**src/rtl/digit_scan_ctrl.sv**
```systemverilog
// digit_scan_ctrl: sequences the G_L/A/B inputs of a 2-to-4 decoder to scan
// up to four multiplexed digits, skipping masked digits and inserting a
// blanking gap (G_L high) between digits to suppress ghosting.
module digit_scan_ctrl #(
    parameter int PRESCALE = 4,   // cycles each digit is driven (1..65535)
    parameter int BLANK    = 1    // blanking cycles between digits (0..65535)
) (
    input  logic       CLK,
    input  logic       RESET,
    input  logic       EN,
    input  logic [3:0] MASK,
    output logic       G_L,
    output logic       A,
    output logic       B,
    output logic       DIGIT_STROBE
);

    localparam int MAX_LOAD = (PRESCALE > BLANK) ? PRESCALE : BLANK;
    localparam int CW       = $clog2(MAX_LOAD + 1);

    localparam logic [CW-1:0] PRE_LOAD   = CW'(PRESCALE - 1);
    localparam logic [CW-1:0] BLANK_LOAD = CW'((BLANK > 0) ? (BLANK - 1) : 0);

    localparam logic [1:0] IDLE   = 2'd0;
    localparam logic [1:0] ACTIVE = 2'd1;
    localparam logic [1:0] GAP    = 2'd2;

    logic [1:0]    state_reg, state_next;
    logic [1:0]    idx_reg, idx_next;
    logic [CW-1:0] cnt_reg, cnt_next;
    logic          g_l_reg, g_l_next;
    logic          strobe_reg, strobe_next;
    logic          run_ok;

    // First enabled digit searching start, start+1, start+2, start+3 (mod 4).
    function automatic logic [1:0] first_set(input logic [1:0] start, input logic [3:0] m);
        logic [1:0] r;
        logic [1:0] d;
        logic       found;
        r     = start;
        found = 1'b0;
        for (int k = 0; k < 4; k++) begin
            d = start + 2'(k);
            if (!found && m[d]) begin
                r     = d;
                found = 1'b1;
            end
        end
        return r;
    endfunction

    // First enabled digit searching start+1 .. start+4 (mod 4); the current
    // digit is only chosen again when it is the sole enabled one.
    function automatic logic [1:0] next_set(input logic [1:0] start, input logic [3:0] m);
        logic [1:0] r;
        logic [1:0] d;
        logic       found;
        r     = start;
        found = 1'b0;
        for (int k = 1; k < 5; k++) begin
            d = start + 2'(k);
            if (!found && m[d]) begin
                r     = d;
                found = 1'b1;
            end
        end
        return r;
    endfunction

    assign run_ok = EN && (MASK != 4'b0000);

    // Next-state logic; a stop request (EN low or empty mask) overrides every
    // other transition, and the digit index only moves when entering ACTIVE.
    always_comb begin
        state_next  = state_reg;
        idx_next    = idx_reg;
        cnt_next    = cnt_reg;
        strobe_next = 1'b0;
        case (state_reg)
            IDLE: begin
                if (run_ok) begin
                    state_next  = ACTIVE;
                    idx_next    = first_set(idx_reg, MASK);
                    cnt_next    = PRE_LOAD;
                    strobe_next = 1'b1;
                end
            end
            ACTIVE: begin
                if (!run_ok) begin
                    state_next = IDLE;
                end else if (cnt_reg == '0) begin
                    if (BLANK > 0) begin
                        state_next = GAP;
                        cnt_next   = BLANK_LOAD;
                    end else begin
                        idx_next    = next_set(idx_reg, MASK);
                        cnt_next    = PRE_LOAD;
                        strobe_next = 1'b1;
                    end
                end else begin
                    cnt_next = cnt_reg - CW'(1);
                end
            end
            GAP: begin
                if (!run_ok) begin
                    state_next = IDLE;
                end else if (cnt_reg == '0) begin
                    state_next  = ACTIVE;
                    idx_next    = next_set(idx_reg, MASK);
                    cnt_next    = PRE_LOAD;
                    strobe_next = 1'b1;
                end else begin
                    cnt_next = cnt_reg - CW'(1);
                end
            end
            default: begin
                state_next = IDLE;
            end
        endcase
        g_l_next = (state_next != ACTIVE);
    end

    // State, counter and output registers with asynchronous reset.
    always_ff @(posedge CLK or posedge RESET) begin
        if (RESET) begin
            state_reg  <= IDLE;
            idx_reg    <= 2'd0;
            cnt_reg    <= '0;
            g_l_reg    <= 1'b1;
            strobe_reg <= 1'b0;
        end else begin
            state_reg  <= state_next;
            idx_reg    <= idx_next;
            cnt_reg    <= cnt_next;
            g_l_reg    <= g_l_next;
            strobe_reg <= strobe_next;
        end
    end

    assign G_L          = g_l_reg;
    assign A            = idx_reg[0];
    assign B            = idx_reg[1];
    assign DIGIT_STROBE = strobe_reg;

endmodule
```
**config.mk**
```make
export PLATFORM = sky130hd
export DESIGN_NAME = digit_scan_ctrl
export DESIGN_NICKNAME = d
export VERILOG_FILES = /design/src/rtl/digit_scan_ctrl.sv
export SDC_FILE = /design/constraint.sdc
export NUM_CORES = 1
export LEC_CHECK = 0
export CAP_MARGIN = 10
export CORE_AREA = 3 3 42 44
export DETAILED_ROUTE_END_ITERATION = 8
export DIE_AREA = 0 0 45 47
export PLACE_DENSITY = 0.79
export SLEW_MARGIN = 25
export SYNTH_ARGS = -nofsm -noshare
export SYNTH_HDL_FRONTEND = slang
export SYNTH_SLANG_ARGS = --single-unit
```
**constraint.sdc**
```tcl
create_clock -name CLK -period 3.2 [get_ports CLK]
set_input_delay 0.32 -clock CLK [delete_from_list [all_inputs] [get_ports CLK]]
set_output_delay 0.32 -clock CLK [all_outputs]
set_load 0.01 [all_outputs]
```
==> results.toml <==
[job]
maxCapViolations = 0

[sta]
fin_hold_ws_ns = 0.3130
rsz0062_at_grt = "no"
slew_viol_final = 0
fin_setup_tns_ns = 0
fin_crit_ns = 2.017
report.final.hold_viol_count = 0
finalCritPeriodShare_pct = 63.02
max_freq_ghz = 0.4959
worst_slew_pin_slew_ns = 0.6074
slew_headroom_pct = 59.07
fin_skew_ns = 0.008477
setup_viol = 0

[routing]
via_per_inst = 6.231
dr.pass1.iters = 4
drt_iter0_markers = 10
ant_nets = 0
via_count = 729
wl_per_cell_um = 14.26
drc = 0
totalWireLength_mm = 1.669

[worst_setup_path]
start_kind = "input port"
path_cells = "clkdlybuf4s50_1 > o41ai_2 > a21oi_1 > nand4_2 > mux2_1"
rr_worst_depth = 5
startpoint = "MASK[1]"
endpoint = "idx_reg[1]$_DFFE_PP0P_"
cp.arrival_ns = 2.16
crit_type = "in2reg"
rr_endpoint = "idx_reg[1]$_DFFE_PP0P_"
critPathMaxStageDelay_ns = 0.69
critPathMaxFanout = 11
rrSetupSlack_ns = 1.29
critPathCaptureType = "flip-flop"
required_ns = 3.34
r2r-start = "idx_reg[0]$_DFFE_PP0P_"
cp_slowest_cell = "o41ai_2"

[outcome]
outcome = "complete, no violations"

[clocking]
cts_resized = 0
numCtsBuffers = 3
cts_buffer_depth = 2
cts_tree = "done"
cts_sinks = 9
ctsRootBufferMaster = "clkbuf_4"
htreeDepth = 1
ctsHoldBuffers = 0
cts.clk_slew.worst_paths_ns = 0.06
clk_latency_ns = 0.26
cts_setup_buffers = 0

[synth]
yosysSeqAreaShare_pct = 28.55
synth_compound_area_share_pct = 28.39
async_reset_ff_share_pct = 100.0
synth_edf_count = 0
synth.avg_cell_area_um2 = 8.439
yosys_warnings = 0
muxShareOfSynthArea_pct = 6.467
synthFlopType = "dfrtp_1"
synthAdderAreaFrac_pct = 6.309
ys_types = 40
synthCells = 94
synth-simple-area-share_pct = 20.50
synth_xor_area_share_pct = 1.104
syn_area_um2 = 793.3
synth_fp_nets = 105
synth_top_family_by_area = "compound AO/OA/AOI/OAI gates"
ys_ff_latch = 9

[global_route]
met3_usage_pct = 4.598
top_usage_layer = "met2"
gr-usage-met2_pct = 33.05
track_usage_pct = 17.41
grt_max_degree = 17
grt_pass1_wl_mm = 2.739
grt_pass1_vias = 623
overflow = 0
met1_usage_pct = 20.89
antenna_found_initial = 0

[power_and_ir_drop]
p_total_uw = 730.0
worst_ir_drop_vdd_mv = 0.5360
leakage_nw = 0.3723
p_per_area_nw_per_um2 = 809.3

[placed_design]
gp_congestion = 0.8649
dp_hpwl_mm = 1.221
io_buffer_count = 10

[floorplanning]
core_area_um2 = 1471
initial_core_util_pct = 53.91
die_x_um = 45
die_area_um2 = 2115
die_y_um = 47
num_rows = 14
io_pins = 11

[cells_and_area]
antenna_cells = 0
final_util_pct = 61.31
drive_gt1_share_pct = 7.921
nets = 113
largest_register_ffs = 3
syn_to_final_growth_pct = 13.72

[min_path]
hp-class = "in2async"
==> worst max-delay path, delay by kind of cell <==
kind / cells / cell delay (ns)
compound gates: 2 / 0.81
simple gates: 1 / 0.14
buf+inv: 1 / 0.58
mux: 1 / 0.31
==> how the worst min path moves through the flow <==
stage                              to  slack (ns)                    from
2_1_floorplan  DIGIT_STROBE$_DFF_PP0_        0.15                   RESET
3_3_place_gp   cnt_reg[2]$_DFFE_PP0P_        0.54  cnt_reg[2]$_DFFE_PP0P_
3_5_place_dp   cnt_reg[2]$_DFFE_PP0P_        0.54  cnt_reg[2]$_DFFE_PP0P_
4_1_cts        idx_reg[1]$_DFFE_PP0P_        0.31                   RESET
5_1_grt        idx_reg[0]$_DFFE_PP0P_        0.34                   RESET
6_report       state_reg[1]$_DFF_PP0_        0.31                   RESET
==> cell usage in the layout (no fill, tap or decap), drive strengths merged, types with 2 or more instances in the layout <==
master,n
dfrtp,8
a21oi,7
a31oi,2
nor3b,3
inv,8
nor2,9
nor3,2
nand2,3
clkdlybuf4s50,10
ha,4
a32oi,2
mux2i,4
nand2b,4
o21ai,7
clkbuf,3
==> logic make-up after synthesis <==
family,after synthesis
AO/OA/AOI/OAI,32
XOR/XNOR,1
adder cells (fa/ha/maj),4
buffers and inverters,15
flip-flops,9
multiplexers,5
AND/OR/NAND/NOR,28
==> power by group <==
group | leakage (nW) | total [mW] | switching [mW] | internal [mW]
registers | 0.109 | 0.248 | 0.0856 | 0.163
clock network | 0.0177 | 0.0847 | 0.0388 | 0.0459
logic | 0.246 | 0.397 | 0.192 | 0.205
total | 0.372 | 0.730 | 0.317 | 0.413
==> synth_stat cells (3+ instances only) <==
master / number / area (um^2)
nand2_1: 3 / 11.26
mux2i_1: 4 / 40.04
a21oi_1: 7 / 35.03
nor3b_1: 3 / 22.52
nand2b_1: 4 / 25.02
buf_2: 4 / 20.02
nor2_1: 9 / 33.78
dfrtp_1: 8 / 200.2
o21ai_0: 7 / 35.03
ha_1: 4 / 50.05
inv_1: 8 / 30.03
==> through the flow <==
stage          setup slack, ns  cells  cell area (um^2)
6_report                 1.183    117             902.1
5_1_grt                  1.011    117             902.1
4_1_cts                  1.213    117             902.1
3_5_place_dp            0.9253    113             874.6
3_3_place_gp            0.9894    113             874.6
2_1_floorplan            1.564     94             793.3
==> layout make-up <==
| type | count | area [um^2] |
|---|---|---|
| Fill cell | 132 | 569.3 |
| Multi-Input combinational cell | 70 | 498.0 |
| Sequential cell | 9 | 226.5 |
| Timing Repair Buffer | 10 | 100.1 |
| Inverter | 8 | 30.03 |
| Clock buffer | 3 | 22.52 |
| Tap cell | 16 | 20.02 |
| Clock inverter | 1 | 5.005 |
==> layer usage <==
| metal | up-vias | part of all wire (%) | wire [um] |
|---|---|---|---|
| met5 | - | 0 | 0 |
| met4 | 0 | 0 | 0 |
| met3 | 0 | 2.8 | 46 |
| met2 | 13 | 56 | 931 |
| met1 | 354 | 41 | 691 |
| li1 | 362 | - | - |
No activity file was read; power rests on OpenSTA's default activity.
